**src/rtl/chan_rx_proxy.sv**
```systemverilog
// chan_rx_proxy: receive-side proxy for a channel-tagged valid/ready stream.
// Words (data + channel_id) are buffered in order in a small FIFO. The head
// word is offered to exactly one of NCH per-channel sinks, and each sink has
// its own valid/ready pair. Delivery is strictly in order, so a stalled head
// blocks every later word. An 8-bit wrapping counter per channel tracks
// delivered words.
//
// Ports:
//   clk, rst_n   - rising-edge clock, asynchronous active-low reset
//   data         - input word
//   channel_id   - destination channel of the input word
//   valid/ready  - input handshake; ready depends on registered state only
//   out_data     - data of the head entry, shared by all channels
//   out_valid    - one-hot; bit k set when the head word targets channel k
//   out_ready    - per-channel sink ready; only the head channel's bit matters
//   fifo_count   - number of occupied entries
//   ch_cnt       - per-channel delivered-word counters, 8 bits per channel
module chan_rx_proxy #(
  parameter int unsigned DATA_W = 8,
  parameter int unsigned DEPTH  = 4,
  parameter int unsigned CH_W   = 2,
  localparam int unsigned NCH   = 2 ** CH_W,
  localparam int unsigned CNT_W = $clog2(DEPTH) + 1
) (
  input  logic              clk,
  input  logic              rst_n,
  input  logic [DATA_W-1:0] data,
  input  logic [CH_W-1:0]   channel_id,
  input  logic              valid,
  output logic              ready,
  output logic [DATA_W-1:0] out_data,
  output logic [NCH-1:0]    out_valid,
  input  logic [NCH-1:0]    out_ready,
  output logic [CNT_W-1:0]  fifo_count,
  output logic [NCH*8-1:0]  ch_cnt
);

  localparam int unsigned PtrW = $clog2(DEPTH);
  localparam logic [CNT_W-1:0] FullCount = CNT_W'(DEPTH);

  // Storage and pointers
  logic [DATA_W-1:0] mem_data_q [DEPTH];
  logic [DATA_W-1:0] mem_data_d [DEPTH];
  logic [CH_W-1:0]   mem_ch_q   [DEPTH];
  logic [CH_W-1:0]   mem_ch_d   [DEPTH];
  logic [PtrW-1:0]   wr_ptr_q, wr_ptr_d;
  logic [PtrW-1:0]   rd_ptr_q, rd_ptr_d;
  logic [CNT_W-1:0]  count_q, count_d;
  logic [7:0]        ch_cnt_q [NCH];
  logic [7:0]        ch_cnt_d [NCH];

  logic            not_empty;
  logic [CH_W-1:0] head_ch;
  logic            push;
  logic            pop;

  assign not_empty = (count_q != '0);
  assign head_ch   = mem_ch_q[rd_ptr_q];
  assign out_data  = mem_data_q[rd_ptr_q];

  // No bypass when full: ready looks only at the registered count.
  assign ready = (count_q < FullCount);
  assign push  = valid && ready;

  always_comb begin
    out_valid = '0;
    for (int k = 0; k < NCH; k++) begin
      out_valid[k] = not_empty && (head_ch == CH_W'(k));
    end
  end

  // out_ready bits of non-head channels are masked off by out_valid.
  assign pop = |(out_valid & out_ready);

  always_comb begin
    mem_data_d = mem_data_q;
    mem_ch_d   = mem_ch_q;
    wr_ptr_d   = wr_ptr_q;
    rd_ptr_d   = rd_ptr_q;
    count_d    = count_q;
    ch_cnt_d   = ch_cnt_q;

    if (push) begin
      mem_data_d[wr_ptr_q] = data;
      mem_ch_d[wr_ptr_q]   = channel_id;
      // DEPTH is a power of two, so the pointer wraps naturally.
      wr_ptr_d             = wr_ptr_q + PtrW'(1);
    end

    if (pop) begin
      rd_ptr_d          = rd_ptr_q + PtrW'(1);
      ch_cnt_d[head_ch] = ch_cnt_q[head_ch] + 8'd1;
    end

    case ({push, pop})
      2'b10:   count_d = count_q + CNT_W'(1);
      2'b01:   count_d = count_q - CNT_W'(1);
      default: count_d = count_q;
    endcase
  end

  always_ff @(posedge clk or negedge rst_n) begin
    if (!rst_n) begin
      for (int i = 0; i < DEPTH; i++) begin
        mem_data_q[i] <= '0;
        mem_ch_q[i]   <= '0;
      end
      wr_ptr_q <= '0;
      rd_ptr_q <= '0;
      count_q  <= '0;
      for (int k = 0; k < NCH; k++) begin
        ch_cnt_q[k] <= '0;
      end
    end else begin
      mem_data_q <= mem_data_d;
      mem_ch_q   <= mem_ch_d;
      wr_ptr_q   <= wr_ptr_d;
      rd_ptr_q   <= rd_ptr_d;
      count_q    <= count_d;
      ch_cnt_q   <= ch_cnt_d;
    end
  end

  assign fifo_count = count_q;

  always_comb begin
    ch_cnt = '0;
    for (int k = 0; k < NCH; k++) begin
      ch_cnt[8*k +: 8] = ch_cnt_q[k];
    end
  end

endmodule
```
**config.mk**
```make
export PLATFORM = sky130hd
export DESIGN_NAME = chan_rx_proxy
export DESIGN_NICKNAME = d
export VERILOG_FILES = /design/src/rtl/chan_rx_proxy.sv
export SDC_FILE = /design/constraint.sdc
export NUM_CORES = 1
export LEC_CHECK = 0
export ABC_AREA = 1
export CAP_MARGIN = 20
export CORE_AREA = 2 2 91 93
export DETAILED_ROUTE_END_ITERATION = 12
export DIE_AREA = 0 0 93 95
export GPL_ROUTABILITY_DRIVEN = 0
export PLACE_DENSITY = 0.76
export SLEW_MARGIN = 40
export SYNTH_ARGS = -nofsm -noshare
export SYNTH_HDL_FRONTEND = slang
export SYNTH_SLANG_ARGS = --single-unit
```
**constraint.sdc**
```tcl
create_clock -name clk -period 4.5 [get_ports clk]
set_clock_uncertainty 0.05 [all_clocks]
set_input_delay 0.675 -clock clk [delete_from_list [all_inputs] [get_ports clk]]
set_output_delay 0.675 -clock clk [all_outputs]
set_load 0.005 [all_outputs]
```
==> results of run 1 <==
## per-layer routing
layer | routed length, um | up-vias | share of wire, % | track usage, %
met5 | 0 | - | 0 | 0
met4 | 306 | 0 | 3.2 | 10.78
met3 | 611 | 30 | 6.3 | 3.591
met2 | 4741 | 157 | 49 | 40.64
met1 | 3982 | 1640 | 41 | 28.25
li1 | - | 1697 | - | -
## power by group
part	leakage [nW]	internal, mW	switching, mW
Sequential	0.988	1.04	0.253
Combinational	1.29	0.984	1.40
Clock	0.0785	0.205	0.287
## path summary, 6_finish.rpt
path                                               to  slack, ns  cells after the start
min                            ch_cnt[10]$_DFFE_PN0P_       0.29                      1
max in group asynchronous  mem_data_q[10]$_DFFE_PN0P_       3.66                      1
min in group clk           mem_data_q[13]$_DFFE_PN0P_       0.44                      2
max reg2reg                 fifo_count[2]$_DFFE_PN0P_       1.28                     15
min reg2reg                mem_data_q[13]$_DFFE_PN0P_       0.44                      2
max                         fifo_count[2]$_DFFE_PN0P_       1.28                     15
## logic make-up (layout without fill, tap and decap cells)
family,count (synthesis),count (layout),share of synthesized area (%)
flops,79,79,49.18
compound gates,92,92,11.80
buf+inv,71,132,7.999
xor+xnor,5,5,1.090
fa+ha+maj,7,7,2.365
simple gates,240,240,27.58
## final cells by class
cell class                 count  area (sq um)
inverter                      51         191.4
timing repair buffer          65         649.4
fill                         717          3077
multi-input combinational    344          1722
tap                          105         131.4
clock buffer                   9         123.9
sequential                    79          1977
clock inverter                 7         56.30
## synth_stat cells
library cell / n
xor2_1: 3
nand2_2: 11
o22ai_1: 8
buf_4: 2
nand3_1: 37
nand3_2: 5
clkbuf_1: 10
o21ai_2: 1
ha_1: 6
a21oi_1: 2
nor3_4: 2
dfrtp_1: 79
buf_2: 2
o21ai_0: 71
o21ai_1: 10
nand2_4: 2
inv_2: 7
nor2_1: 26
inv_1: 44
xnor2_1: 2
fa_1: 1
nand2_1: 142
buf_6: 6
nor2_2: 8
nor3_2: 2
nor2_4: 3
nand3b_1: 2
## per-stage QoR
stage,hold slack [ns],instance area (sq um)
2_1_floorplan,0.3294,4020
3_3_place_gp,0.4106,4667
3_5_place_dp,0.4215,4671
4_1_cts,0.3198,4851
5_1_grt,0.3572,4851
6_report,0.2857,4851
## state kept, by name (all words and copies together), names as in the netlist
name	cells
ch_cnt	32
fifo_count	3
mem_ch_q	8
mem_data_q	32
rd_ptr_q	2
wr_ptr_q	2
==> impl_metrics.py, run 1 <==
metrics = {
    "clocking": {
        "clock_sinks": 79,
        "postCtsSetupBuffers": 0,
        "htree_levels": 3,
        "cts_hold_buffers": 0,
        "cts_tree": "yes",
        "cts-root-buf": "clkbuf_8",
        "postCtsResizedCells": 0,
        "clockBufferDepth": 2,
        "clk_pin_slew_ns": 0.09,
        "clk_latency_ns": 0.36,
        "cts-buffers-inserted": 9,
    },
    "placed_design": {
        "place.port_buffers": 64,
        "pre_cts_ws_ns": 1.320,
        "dp_hpwl_um": 6798,
        "placed_cells": 644,
    },
    "synthesis": {
        "ys_ff_latch": 79,
        "synth_cell_types": 27,
        "ys_top_cells_by_area": "dfrtp_1 49%, nand2_1 13%, o21ai_0 8.8%, nand3_1 4.6%, inv_1 4.1%",
        "synthCells": 494,
        "synth_area_sq_um": 4020,
        "seq_area_frac_synth_pct": 49.18,
        "synth_fp_nets": 518,
        "yosys.area.top_type": "dfrtp_1",
        "yosysWarnings": 0,
        "avgSynthCellArea_sq_um": 8.138,
        "synth_top_area_share_pct": 49.18,
    },
    "die": {
        "boundaryPins": 65,
        "core-area_sq_um": 7928,
        "die_area_sq_um": 8835,
        "start_util_pct": 50.71,
        "rows": 33,
        "die_w_um": 93,
        "die_height_um": 95,
    },
    "power_and_ir_drop": {
        "finalPower_mw": 4.168,
        "p_per_area_nw_per_um2": 859.2,
        "p_leak_nw": 2.354,
        "max-vdd-ir-drop_v": 0.0003793,
    },
    "sta": {
        "rsz0062_at_grt": "false",
        "worstMarginPinSlew_ns": 0.7602,
        "min_period_over_period_pct": 71.63,
        "slew_headroom_pct": 49.05,
        "worst_slack_ns": 1.277,
        "finalHoldViolCount": 0,
        "fin_setup_tns_ns": 0,
        "max_freq_mhz": 310.2,
        "setup_viol": 0,
        "slew_viol_final": 0,
        "layout_min_cycle_time_ns": 3.223,
    },
    "grt": {
        "grt_max_degree": 80,
        "first_global_vias": 3391,
        "overflow": 0,
        "grt_pass1_wl_um": 16080,
        "grtUsageTotal_pct": 23.20,
        "antenna_found_initial": 0,
    },
    "finish": {
        "areaGrowthSynthToFinish_pct": 20.67,
        "final_cells": 660,
        "final_common_cell": "nand2_1",
        "diodes": 0,
        "mostFrequentLayoutCells": "142 x nand2_1, 79 x dfrtp_1, 71 x o21ai_0",
        "drive_gt1_share_pct": 10.63,
        "fin_util_pct": 61.19,
        "nNetsFinal": 574,
    },
    "setup_path": {
        "worstSetupPathType": "reg -> reg",
        "cp.arrival_ns": 3.42,
        "cp_cell_sequence": "inv_2, nand3_2, nand2_2, nand2_2, nor2_2, nand2_1, nand2_1, nor3_2, inv_1, ha_1, inv_1, fa_1, a21oi_1, o21ai_0, xor2_1",
        "cp-startpoint": "rd_ptr_q[1]$_DFFE_PN0N_",
        "slowest_delay_ns": 0.58,
        "crit_fanout": 17,
        "slowest_stage": "dfrtp_1",
        "startpoint_type": "flip-flop",
        "critPathCaptureType": "flip-flop",
        "critical_path_buf_inv_count": 3,
        "critPathRequiredTime_ns": 4.70,
        "critical-path-top-delay-family": "simple AND/OR/NAND/NOR gates",
        "r2r_start": "rd_ptr_q[1]$_DFFE_PN0N_",
    },
    "min_path": {
        "min_path_type": "in -> async",
    },
    "drt": {
        "vias": 3524,
        "drc_errors": 0,
        "dr.pass1.iters": 4,
        "final_antenna_net_count": 0,
        "first_iter_violations": 185,
        "wl_per_cell_um": 14.61,
        "via_per_inst": 5.339,
        "drt_wl_total_um": 9641,
    },
    "job": {
        "cap_violations": 0,
    },
    "outcome": {
        "status": "finished clean",
    },
}
(Power assumes the default switching activity.)
==> run 2: changes to the inputs <==
--- a/config.mk
+++ b/config.mk
@@ -7,11 +7,11 @@
 export LEC_CHECK = 0
 export ABC_AREA = 1
 export CAP_MARGIN = 20
-export CORE_AREA = 2 2 91 93
+export CORE_AREA = 2 2 95 97
 export DETAILED_ROUTE_END_ITERATION = 12
-export DIE_AREA = 0 0 93 95
+export DIE_AREA = 0 0 97 99
 export GPL_ROUTABILITY_DRIVEN = 0
-export PLACE_DENSITY = 0.76
+export PLACE_DENSITY = 0.73
 export SLEW_MARGIN = 40
 export SYNTH_ARGS = -nofsm -noshare
 export SYNTH_HDL_FRONTEND = slang
==> constraint.sdc (replaced) <==
create_clock -name clk -period 2.78 [get_ports clk]
set_clock_uncertainty 0.05 [all_clocks]
set_input_delay 0.417 -clock clk [delete_from_list [all_inputs] [get_ports clk]]
set_output_delay 0.417 -clock clk [all_outputs]
set_load 0.005 [all_outputs]
==> run 2 against run 1 <==
Effect of this change: worst hold slack got worse by 0.25 ns; total power increased by 68%; global-route usage decreased by 2.5 points; setup slack got worse by 1.1 ns; highest routed layer unchanged.
==> impl_metrics.py, run 2 (same netlist as run 1, synthesis figures left out) <==
metrics = {
    "sta": {
        "max_freq_mhz": 382.3,
        "worst_slack_ns": 0.1645,
        "slew_viol_final": 0,
        "min_period_over_period_pct": 94.08,
        "fin_setup_tns_ns": 0,
        "setup_viol": 0,
        "slew_headroom_pct": 53.47,
        "finalHoldViolCount": 0,
        "worstMarginPinSlew_ns": 0.6979,
        "layout_min_cycle_time_ns": 2.616,
    },
    "power_and_ir_drop": {
        "p_leak_nw": 2.462,
        "pwr-share-seq_pct": 29.3,
        "max-vdd-ir-drop_v": 0.0005929,
        "combinationalPowerShare_pct": 58.6,
        "p_int_mw": 3.813,
        "power.switching_mw": 3.175,
        "p_per_area_nw_per_um2": 1395,
        "pwr-share-clk_pct": 12.1,
        "swShare_pct": 45.44,
    },
    "die": {
        "core-area_sq_um": 8551,
        "die_height_um": 99,
        "start_util_pct": 47.01,
        "die_w_um": 97,
        "die_area_sq_um": 9603,
        "boundaryPins": 65,
        "rows": 34,
    },
    "finish": {
        "diodes": 0,
        "mostFrequentLayoutCells": "142 x nand2_1, 79 x dfrtp_1, 71 x o21ai_0",
        "nFillCells": 786,
        "nNetsFinal": 591,
        "final_common_cell": "nand2_1",
        "fin_util_pct": 58.57,
        "drive_gt1_share_pct": 13.29,
        "fin_area_sq_um": 5009,
        "areaGrowthSynthToFinish_pct": 24.59,
    },
    "job": {
        "cap_violations": 0,
    },
    "outcome": {
        "status": "finished clean",
    },
    "clocking": {
        "htree_levels": 3,
        "clock_sinks": 79,
        "clk_pin_slew_ns": 0.09,
        "clk_latency_ns": 0.36,
        "cts-root-buf": "clkbuf_8",
        "cts_hold_buffers": 0,
        "clockBufferDepth": 2,
        "cts-buffers-inserted": 9,
        "cts_tree": "yes",
    },
    "setup_path": {
        "cp.arrival_ns": 2.15,
        "critPathRequiredTime_ns": 2.31,
        "crit_fanout": 16,
        "worstSetupPathType": "reg -> out",
        "critPathCaptureType": "primary output",
        "startpoint_type": "flip-flop",
    },
    "placed_design": {
        "place.port_buffers": 64,
        "dp_hpwl_um": 6709,
        "pre_cts_ws_ns": 0.1523,
        "placed_area_sq_um": 4780,
    },
    "grt": {
        "grt_max_degree": 80,
        "overflow": 0,
        "first_global_vias": 3364,
        "grtUsageTotal_pct": 20.66,
        "antenna_found_initial": 0,
        "grt_pass1_wl_um": 15880,
    },
    "drt": {
        "first_iter_violations": 113,
        "drt_wl_total_um": 9314,
        "dr.pass1.iters": 4,
        "drc_errors": 0,
        "vias": 3452,
        "final_antenna_net_count": 0,
        "wl_per_cell_um": 13.70,
        "via_per_inst": 5.076,
    },
    "min_path": {
        "min_path_type": "in -> async",
    },
}
run 2: cell count changes in the layout (fill, tap and decap cells not counted):
cell and delta:
buf_4 +17, clkinvlp_4 -4, inv_6 +3, inv_8 +2
clkinv_4 -1, inv_2 -1, inv_4 +1, nand2_2 -1
nand2_8 +1
run 2: area by class of cell:
class                      instances  area [sq um]  share of cell area [%]
sequential                        79          1977                   39.47
timing repair buffer              82         777.0                   15.51
clock buffer                       9         123.9                   2.473
inverter                          51         193.9                   3.872
tap                              108         135.1                   2.698
clock inverter                     7         66.31                   1.324
multi-input combinational        344          1735                   34.65
run 2: worst max-delay path: stages, from the launching register on:
cell and delay [ns]:
dfrtp_1 0.48, buf_4 0.20, nand3_2 0.13, nand2_8 0.16, nand2_1 0.12, nor2_1 0.18, clkdlybuf4s50_1 0.53
run 2: power groups by stage:
stage	registers [mW]	clock network (mW)	logic (mW)
after floorplan	2.00	0	2.61
after global placement	2.05	0	3.91
after detailed placement	2.07	0	4.03
after CTS	2.05	0.868	4.04
after global routing	2.11	0.923	4.61
final	2.05	0.846	4.10
run 2: path summary, 6_finish.rpt:
check                                      startpoint                          to  slack (ns)  cells after the start
min in group clk           mem_data_q[16]$_DFFE_PN0P_  mem_data_q[16]$_DFFE_PN0P_        0.44                      2
max                           rd_ptr_q[1]$_DFFE_PN0N_                out_valid[3]        0.16                      6
max reg2reg                   rd_ptr_q[1]$_DFFE_PN0N_   fifo_count[2]$_DFFE_PN0P_        0.23                     13
max in group asynchronous                       rst_n   fifo_count[1]$_DFFE_PN0P_        2.18                      1
min                                             rst_n       ch_cnt[8]$_DFFE_PN0P_        0.04                      1
min reg2reg                mem_data_q[16]$_DFFE_PN0P_  mem_data_q[16]$_DFFE_PN0P_        0.44                      2
run 2: stage by stage:
stage | cells | power [mW] | hold slack, ns
after floorplan | 494 | 4.611 | 0.07141
after detailed placement | 661 | 6.094 | 0.4183
after CTS | 677 | 6.960 | 0.04410
after global routing | 680 | 7.648 | 0.08967
final | 680 | 6.989 | 0.03839
after global placement | 661 | 5.964 | 0.4118
run 2: timing repair:
item                                   CTS  global route
setup endpoints to repair                0             2
gates resized for setup                  0             3
endpoints found under the hold margin    0             0
setup buffers                            0             3
run 2: per-layer routing:
metal,vias to the layer above,GRT usage (%),wire [um]
li1,1735,-,-
met1,1603,26.71,4154
met2,97,34.24,4505
met3,17,3.759,458
met4,0,9.101,195
met5,-,0,0
==> run 3: changes to the inputs <==
--- a/config.mk
+++ b/config.mk
@@ -7,12 +7,13 @@
 export LEC_CHECK = 0
 export ABC_AREA = 1
 export CAP_MARGIN = 20
-export CORE_AREA = 2 2 95 97
+export CORE_AREA = 2 2 93 95
 export DETAILED_ROUTE_END_ITERATION = 12
-export DIE_AREA = 0 0 97 99
+export DIE_AREA = 0 0 95 97
 export GPL_ROUTABILITY_DRIVEN = 0
 export PLACE_DENSITY = 0.73
 export SLEW_MARGIN = 40
 export SYNTH_ARGS = -nofsm -noshare
 export SYNTH_HDL_FRONTEND = slang
 export SYNTH_SLANG_ARGS = --single-unit
+export TNS_END_PERCENT = 20
==> constraint.sdc (replaced) <==
create_clock -name clk -period 2.5 [get_ports clk]
set_clock_uncertainty 0.05 [all_clocks]
set_input_delay 0.375 -clock clk [delete_from_list [all_inputs] [get_ports clk]]
set_output_delay 0.375 -clock clk [all_outputs]
set_load 0.005 [all_outputs]
==> run 3 against run 2 <==
Effect of this change: the run now ends with negative hold slack left; first-iteration DRC count rose by 80%; critical path depth rose by 8; flip-flop and latch count did not move; critical path type is now reg -> reg; largest power group unchanged; highest routed layer unchanged.
==> impl_metrics.py, run 3 (same netlist as run 1, synthesis figures left out) <==
metrics = {
    "sta": {
        "layout_min_cycle_time_ns": 2.499,
        "setup_viol": 0,
        "min_period_over_period_pct": 99.98,
        "hold_ws_ns": -0.02354,
        "rsz0062_at_grt": "true",
        "slew_headroom_pct": 53.89,
        "slew_viol_final": 0,
        "worstMarginPinSlew_ns": 0.6916,
        "max_freq_mhz": 400.1,
        "finalHoldViolCount": 14,
    },
    "drt": {
        "vias": 3615,
        "via_per_inst": 5.293,
        "wl_per_cell_um": 14.76,
        "drt_wl_total_um": 10080,
        "drc_errors": 0,
        "dr_wl_met3_um": 635,
        "first_iter_violations": 203,
        "m1WireLength_um": 4452,
        "final_antenna_net_count": 0,
        "dr.pass1.iters": 5,
        "wl_met2_um": 4762,
        "maxUsedRoutingLayer": "met4",
    },
    "die": {
        "die_height_um": 97,
        "boundaryPins": 65,
        "die_area_sq_um": 9215,
        "start_util_pct": 49.42,
        "core-area_sq_um": 8134,
        "rows": 33,
        "die_w_um": 95,
    },
    "finish": {
        "mostFrequentLayoutCells": "126 x nand2_1, 77 x dfrtp_1, 70 x o21ai_0",
        "fin_util_pct": 64.17,
        "drive_gt1_share_pct": 19.38,
        "diodes": 0,
        "nNetsFinal": 597,
        "nFillCells": 658,
        "final_common_cell": "nand2_1",
        "areaGrowthSynthToFinish_pct": 29.85,
    },
    "power_and_ir_drop": {
        "p_per_area_nw_per_um2": 1616,
        "finalPower_mw": 8.435,
        "p_leak_nw": 2.545,
        "combinationalPowerShare_pct": 60.7,
        "pwr-share-seq_pct": 27.5,
        "max-vdd-ir-drop_v": 0.0008853,
        "power.switching_mw": 3.812,
        "swShare_pct": 45.19,
        "p_int_mw": 4.623,
        "pwr-share-clk_pct": 11.8,
    },
    "grt": {
        "grt_pass1_wl_um": 16210,
        "grtUsageTotal_pct": 22.61,
        "first_global_vias": 3356,
        "overflow": 0,
        "grt_max_degree": 80,
        "antenna_found_initial": 0,
    },
    "setup_path": {
        "reg2reg_depth": 14,
        "worstSetupPathType": "reg -> reg",
        "crit_fanout": 7,
        "cp.arrival_ns": 2.70,
        "r2r_start": "rd_ptr_q[0]$_DFFE_PN0N_",
        "critPathRequiredTime_ns": 2.70,
        "critPathCaptureType": "flip-flop",
        "rr_endpoint": "fifo_count[2]$_DFFE_PN0P_",
        "r2r_slack_ns": 0.0006,
        "startpoint_type": "flip-flop",
    },
    "clocking": {
        "htree_levels": 3,
        "cts-buffers-inserted": 9,
        "clockBufferDepth": 2,
        "clk_latency_ns": 0.36,
        "cts_hold_buffers": 0,
        "cts_tree": "yes",
        "cts-root-buf": "clkbuf_8",
        "clk_pin_slew_ns": 0.09,
        "clock_sinks": 79,
    },
    "outcome": {
        "status": "complete, but fails checks",
        "violations": "negative hold slack",
    },
    "placed_design": {
        "dp_hpwl_um": 6767,
        "place.port_buffers": 64,
    },
    "min_path": {
        "min_path_type": "in -> async",
    },
    "job": {
        "cap_violations": 0,
    },
}
==> run 3: changes by cell type in the layout (fill, tap and decap cells not counted), moves of 3 or more <==
| cell | delta |
|---|---|
| nand2_4 | +9 |
| buf_4 | +5 |
| nand2_1 | -16 |
| nand2_2 | +8 |
| inv_6 | -3 |
==> run 3: power groups by stage <==
stage / Clock, mW / Sequential (mW) / Combinational (mW)
global route: 1.05 / 2.38 / 5.67
floorplan: 0 / 2.22 / 2.92
detailed placement: 0 / 2.30 / 4.55
CTS: 1.01 / 2.29 / 4.59
finish: 0.994 / 2.32 / 5.12
global placement: 0 / 2.28 / 4.45
==> run 3: final cells by class <==
class	instances	area, sq um	area share (%)
clock inverters	6	67.56	1.294
multi-input cells	344	1878	35.98
flip-flops and latches	79	1979	37.92
clock buffers	10	137.6	2.637
inverters	51	198.9	3.811
repair buffers	88	827.0	15.84
well taps	105	131.4	2.517
==> run 3: critical path, stage by stage (launching register included) <==
cell	delay (ns)
dfrtp_2	0.49
buf_6	0.14
nand2_1	0.07
nand3_2	0.09
nand2_4	0.13
nand2_4	0.07
nor3_4	0.26
nor3_4	0.08
inv_2	0.08
ha_4	0.13
inv_4	0.04
fa_2	0.38
a21oi_2	0.16
o21ai_2	0.07
xor2_1	0.13
==> run 3: through the flow <==
stage	instance area, sq um	worst slack, ns	hold WS (ns)	instances	setup TNS (ns)
after global placement	4790	0.1223	0.4105	660	0
final	5220	0.0005984	-0.02354	683	0
after CTS	5002	0.01718	0.009898	676	0
after detailed placement	4793	0.03645	0.4021	660	0
after floorplan	4026	0.01521	0.02941	494	0
after global routing	5220	-0.1177	0.02982	683	-0.3686
==> run 3: what timing repair did <==
item / 4_1_cts / 5_1_grt
resized for setup: 2 / 47
setup endpoints to repair: 2 / 13
buffers inserted: 0 / 7
pin swaps: 0 / 17
==> run 3: how the worst max path moves through the flow <==
stage                                  startpoint                         to  slack (ns)  depth (start not counted)
after floorplan           rd_ptr_q[0]$_DFFE_PN0N_  fifo_count[2]$_DFFE_PN0P_        0.02                         16
after global placement    rd_ptr_q[0]$_DFFE_PN0N_  fifo_count[2]$_DFFE_PN0P_        0.12                         14
after detailed placement  rd_ptr_q[0]$_DFFE_PN0N_  fifo_count[1]$_DFFE_PN0P_        0.04                         15
after CTS                 rd_ptr_q[0]$_DFFE_PN0N_               out_valid[1]        0.02                          9
after global routing      rd_ptr_q[0]$_DFFE_PN0N_  fifo_count[2]$_DFFE_PN0P_       -0.12                         15
final                     rd_ptr_q[0]$_DFFE_PN0N_  fifo_count[2]$_DFFE_PN0P_      0.0006                         14
==> run 3: metal layers <==
metal  GRT usage [%]  vias up
li1                -     1746
met1           32.49     1717
met2           34.81      131
met3           3.193       21
met4           8.250        0
met5               0        -
